## config.mk

```make
export PLATFORM = sky130hd
export DESIGN_NAME = jtag_axi_master
export DESIGN_NICKNAME = d
export VERILOG_FILES = /design/src/rtl/jtag_axi_master.sv
export SDC_FILE = /design/constraint.sdc
export NUM_CORES = 1
export LEC_CHECK = 0
export BUFFER_PORTS_ARGS = -buffer_cell sky130_fd_sc_hd__buf_4
export CAP_MARGIN = 20
export CORE_ASPECT_RATIO = 0.6
export CORE_MARGIN = 2
export CORE_UTILIZATION = 40
export CTS_CLUSTER_SIZE = 20
export DETAILED_ROUTE_END_ITERATION = 10
export PLACE_DENSITY = 0.68
export SETUP_SLACK_MARGIN = 0.05
export SLEW_MARGIN = 10
export SYNTH_ARGS = -nofsm -noshare
export SYNTH_HDL_FRONTEND = slang
export SYNTH_SLANG_ARGS = --single-unit
```

## constraint.sdc

```tcl
create_clock -name tck -period 2.4 [get_ports tck]
set_input_delay 0.6 -clock tck [delete_from_list [all_inputs] [get_ports tck]]
set_output_delay 0.6 -clock tck [all_outputs]
set_load 0.05 [all_outputs]
```

## src/rtl/jtag_axi_master.sv

```systemverilog
// ============================================================================
// jtag_axi_master : AXI4-Lite master running one bus transaction per JTAG
// update pulse, with transaction status and a saturating abort timer.
// Rev 1.0
// ============================================================================
`default_nettype none

module jtag_axi_master #(
  parameter int ADDR_W      = 32,
  parameter int DATA_W      = 32,
  parameter int TIMEOUT_CYC = 256
) (
  input  logic                tck,
  input  logic                trstn,
  input  logic                req_valid,
  input  logic                req_write,
  input  logic [ADDR_W-1:0]   req_addr,
  input  logic [DATA_W-1:0]   req_wdata,
  input  logic [DATA_W/8-1:0] req_wstrb,
  output logic [DATA_W-1:0]   resp_rdata,
  output logic [2:0]          resp_status,
  output logic                busy,
  output logic                busy_err,
  output logic [ADDR_W-1:0]   m_awaddr,
  output logic [2:0]          m_awprot,
  output logic                m_awvalid,
  input  logic                m_awready,
  output logic [DATA_W-1:0]   m_wdata,
  output logic [DATA_W/8-1:0] m_wstrb,
  output logic                m_wvalid,
  input  logic                m_wready,
  input  logic [1:0]          m_bresp,
  input  logic                m_bvalid,
  output logic                m_bready,
  output logic [ADDR_W-1:0]   m_araddr,
  output logic [2:0]          m_arprot,
  output logic                m_arvalid,
  input  logic                m_arready,
  input  logic [DATA_W-1:0]   m_rdata,
  input  logic [1:0]          m_rresp,
  input  logic                m_rvalid,
  output logic                m_rready
);

  localparam int CNT_W = (TIMEOUT_CYC > 1) ? $clog2(TIMEOUT_CYC + 1) : 1;
  localparam logic [CNT_W-1:0] TO_LAST = (TIMEOUT_CYC > 0) ? CNT_W'(TIMEOUT_CYC - 1) : '0;

  localparam logic [2:0] ST_IDLE    = 3'd0;
  localparam logic [2:0] ST_PENDING = 3'd1;
  localparam logic [2:0] ST_OKAY    = 3'd2;
  localparam logic [2:0] ST_TIMEOUT = 3'd6;

  typedef enum logic [2:0] {IDLE, WR_REQ, WR_RESP, RD_REQ, RD_RESP} state_t;

  state_t           state;
  logic [CNT_W-1:0] cnt;
  logic             timeout_hit;
  logic             aw_ok;
  logic             w_ok;

  assign m_awprot = 3'b000;
  assign m_arprot = 3'b000;

  // The timer value at edge k after acceptance is k-1, so matching TO_LAST
  // aborts exactly TIMEOUT_CYC cycles after the request was taken.
  assign timeout_hit = (TIMEOUT_CYC != 0) && (state != IDLE) && (cnt == TO_LAST);
  assign aw_ok       = !m_awvalid || m_awready;
  assign w_ok        = !m_wvalid  || m_wready;

  function automatic logic [2:0] map_resp(input logic [1:0] r);
    return ST_OKAY + {1'b0, r};
  endfunction

  always_ff @(posedge tck) begin
    if (!trstn) begin
      state       <= IDLE;
      cnt         <= '0;
      resp_rdata  <= '0;
      resp_status <= ST_IDLE;
      busy        <= 1'b0;
      busy_err    <= 1'b0;
      m_awaddr    <= '0;
      m_awvalid   <= 1'b0;
      m_wdata     <= '0;
      m_wstrb     <= '0;
      m_wvalid    <= 1'b0;
      m_bready    <= 1'b0;
      m_araddr    <= '0;
      m_arvalid   <= 1'b0;
      m_rready    <= 1'b0;
    end else begin
      if (req_valid && state != IDLE) busy_err <= 1'b1;
      if (state != IDLE && cnt != '1) cnt <= cnt + 1'b1;

      if (timeout_hit) begin
        m_awvalid   <= 1'b0;
        m_wvalid    <= 1'b0;
        m_bready    <= 1'b0;
        m_arvalid   <= 1'b0;
        m_rready    <= 1'b0;
        resp_status <= ST_TIMEOUT;
        busy        <= 1'b0;
        state       <= IDLE;
      end else begin
        case (state)
          IDLE: begin
            if (req_valid) begin
              busy        <= 1'b1;
              busy_err    <= 1'b0;
              resp_status <= ST_PENDING;
              cnt         <= '0;
              if (req_write) begin
                m_awaddr  <= req_addr;
                m_wdata   <= req_wdata;
                m_wstrb   <= req_wstrb;
                m_awvalid <= 1'b1;
                m_wvalid  <= 1'b1;
                state     <= WR_REQ;
              end else begin
                m_araddr  <= req_addr;
                m_arvalid <= 1'b1;
                state     <= RD_REQ;
              end
            end
          end
          WR_REQ: begin
            if (m_awvalid && m_awready) m_awvalid <= 1'b0;
            if (m_wvalid && m_wready)   m_wvalid  <= 1'b0;
            if (aw_ok && w_ok) begin
              m_bready <= 1'b1;
              state    <= WR_RESP;
            end
          end
          WR_RESP: begin
            if (m_bvalid) begin
              m_bready    <= 1'b0;
              resp_status <= map_resp(m_bresp);
              busy        <= 1'b0;
              state       <= IDLE;
            end
          end
          RD_REQ: begin
            if (m_arready) begin
              m_arvalid <= 1'b0;
              m_rready  <= 1'b1;
              state     <= RD_RESP;
            end
          end
          RD_RESP: begin
            if (m_rvalid) begin
              m_rready    <= 1'b0;
              resp_rdata  <= m_rdata;
              resp_status <= map_resp(m_rresp);
              busy        <= 1'b0;
              state       <= IDLE;
            end
          end
          default: state <= IDLE;
        endcase
      end
    end
  end

endmodule

`default_nettype wire
```

==> metrics.md <==
| Metric | Value |
|---|---|
| Status | `completed` |
| CTS Root Buffer Type | `clkbuf_16` |
| TNS Setup | `0 ns` |
| Xor/xnor share of the synthesized area | `0.00859` |
| Setup crit end kind | `register` |
| Drt total wl | `17300 um` |
| Largest net degree at the start of global routing | `61` |
| PD cells | `853 mW/mm2` |
| Detailed Place HPWL | `12300 um` |
| Synth area leader | `dfxtp_1` |
| Mapped Cells | `723` |
| Number of global-route vias before repair | `5335` |
| Final setup fails | `0` |
| Critical-path cell list | `ha_1 -> nand3_1 -> nor2_1 -> ha_1 -> nand4b_1 -> buf_12 -> nand2_1 -> a21boi_0` |
| Slowest cell delay on critical path | `0.37 ns` |
| Worst Path Arrival | `2.30 ns` |
| Async SR Flop Fraction | `0` |
| Req. time, crit path | `2.72 ns` |
| Leakage | `3.72 nW` |
| Clk pin slew, worst setup/hold paths | `0.06 ns` |
| Post-synthesis mux area share | `0.00839` |
| Mapped Area | `0.00612 mm2` |
| Final min period | `1.98 ns` |
| Num ports | `261` |
| Synth top area share | `0.504` |
| Core Region | `0.0147 mm2` |
| Die area | `0.0163 mm2` |
| # resized after CTS | `0` |
| Seq/Total Area, Yosys | `0.504` |
| DRC | `0` |
| Fraction of layout cells with a size suffix above 1 | `0.315` |
| Crit path max fanout | `31` |
| Max Cap Violations | `0` |
| Synth top cells by count | `nand2_1 (279), dfxtp_1 (154), a21boi_1 (86), a21boi_0 (46), clkbuf_1 (26)` |
| Synth unique cells | `47` |
| Final Max Tran Viols | `0` |
| Hold Buf Count CTS | `0` |
| Synth Flop Type | `dfxtp_1` |
| Buffers on Ports | `254` |
| DRT Pass-1 Iters | `5` |
| Largest family of logic cells by synthesized area | `simple AND/OR/NAND/NOR gates` |
| Simple-Gate Fraction of Synth Area | `0.217` |
| FF+latch count, synth | `154` |
| Yosys warnings | `0` |
| Remaining global-route overflow | `0` |
| R2R Path Start | `cnt[0]$_SDFF_PN0_` |
| TritonCTS clock tree | `done` |
| H-tree depth | `4` |
| Mean number of vias per cell | `4.73` |
| CP most frequent cell | `ha_1` |
| Number of synthesized flops with an enable pin | `0` |
| Hold path startpoint | `req_valid` |
| Initial antenna violation count | `0` |
| DIE WIDTH | `164 um` |
| Clk_lat worst skew | `0.40 ns` |
| Vias | `5547` |
| Area grow syn2layout | `43.3%` |
| Synth Area in Compound Gates | `0.196` |
| Initial Utilization | `0.416` |
| Antenna Cells | `0` |
| Syn Area/Cell | `8.46 um2` |
| Slowest stage cell, crit path | `dfxtp_1` |
| Critical Path Start | `cnt[0]$_SDFF_PN0_` |
| Total CTS buffers | `17` |
| Maximum vdd ir drop | `0.494 mV` |
| Most common cell in the netlist | `nand2_1` |
| Sink Count | `154` |
| Worst Hold Class | `in2reg` |
| Placement row count | `34` |
| RSZ-0062 raised after global routing | `no` |
| Nets | `1077` |
| Critical path class | `reg2reg` |
| Overall routing resource usage | `0.211` |
| FMAX | `505 MHz` |
| DRT iter0 DRCs | `350` |
| Post-CTS Setup Repair Bufs | `0` |
| Fin crit share | `0.825` |
| Antenna-violating nets left | `0` |
| CP startpoint kind | `register` |
| Largest cells by area after synthesis | `dfxtp_1 (50%), nand2_1 (17%), a21boi_1 (11%), a21boi_0 (5.6%), buf_6 (1.7%)` |
| Fin util | `0.596` |
| Synth Area in Adders | `0.00614` |
| CTS max path bufs | `2` |
| Placer Congestion | `0.809` |
| Final Hold Fails | `0` |
| Final setup skew | `0.0110 ns` |
| First-pass GRT wire length | `27500 um` |
| Routed WL per cell | `14.8 um` |
| Height of the die | `99.8 um` |
[stage by stage]
| step | total power [mW] | std cells | instance area [um2] | hold slack, ns | setup slack, ns |
|---|---|---|---|---|---|
| 6_report | 7.48 | 1172 | 8770 | 0.427 | 0.419 |
| 5_1_grt | 7.83 | 1172 | 8770 | 0.431 | 0.154 |
| 4_1_cts | 7.56 | 1172 | 8770 | 0.412 | 0.432 |
| 3_5_place_dp | 4.86 | 1140 | 8170 | 0.445 | 0.216 |
| 3_3_place_gp | 4.85 | 1140 | 8170 | 0.441 | 0.263 |
| 2_1_floorplan | 4.23 | 728 | 6140 | 0.471 | 0.451 |
[state kept, by name, summed over array words and instances, names as in the netlist, named ones only]
signal / cells
cnt: 9
m_awvalid: 1
m_awaddr: 32
state: 3
resp_rdata: 32
m_wstrb: 4
m_wvalid: 1
m_arvalid: 1
busy: 1
m_wdata: 32
resp_status: 3
m_araddr: 32
m_rready: 1
m_bready: 1
[kinds of logic (layout without fill, tap and decap cells)]
kind of cell / Yosys count / after routing
AOI/OAI and AO/OA: 163 / 163
DFF: 154 / 154
other: 1 / 6
adders and majority gates: 3 / 3
muxes: 5 / 5
xor gates and xnor gates: 6 / 6
buffers and inverters: 64 / 310
and+or+nand+nor: 327 / 327
[worst max-delay path, delay by kind of cell (launching register included)]
family | cells | cell delay [ns]
buffers and inverters | 1 | 0.22
adder cells (fa/ha/maj) | 2 | 0.54
AND/OR/NAND/NOR | 4 | 0.59
AO/OA/AOI/OAI | 1 | 0.17
flip-flops | 1 | 0.37
[worst paths after layout]
path                                                     to  slack, ns  cells past startpoint
worst min-delay path                               register       0.43                      3
worst min register to register     m_wdata[29]$_SDFFE_PN0P_       0.45                      2
worst max-delay path            resp_rdata[26]$_SDFFE_PN0P_       0.42                      8
worst max register to register  resp_rdata[26]$_SDFFE_PN0P_       0.42                      8
[layout by cell type, fill, tap and decap left out, drive strengths merged, types with 7 or more instances in the layout]
cell / instances
nor2: 19
dfxtp: 154
clkbuf: 18
inv: 15
a21oi: 8
nand2: 279
o21ai: 7
a21boi: 132
buf: 270
[report_power, final]
group	internal (mW)	switching [mW]
registers	2.76	0.113
logic	0.649	1.27
clock network	1.57	1.12
total	4.97	2.50
[per-layer routing]
layer / GRT usage / wire length [um] / up-vias
li1: - / - / 2830
met1: 0.285 / 8180 / 2544
met2: 0.325 / 7450 / 169
met3: 0.0802 / 1590 / 4
met4: 0.0405 / 64 / 0
met5: 0 / 0 / -
[cell type report]
| cell class | count | area [um2] |
|---|---|---|
| multi-input combinational | 510 | 2700 |
| sequential | 154 | 3080 |
| tap | 198 | 248 |
| timing repair buffer | 270 | 2110 |
| clock buffer | 18 | 429 |
| fill | 1354 | 5950 |
| clock inverter | 14 | 163 |
| inverter | 8 | 30.0 |
Power figures use the tool's default switching activity.
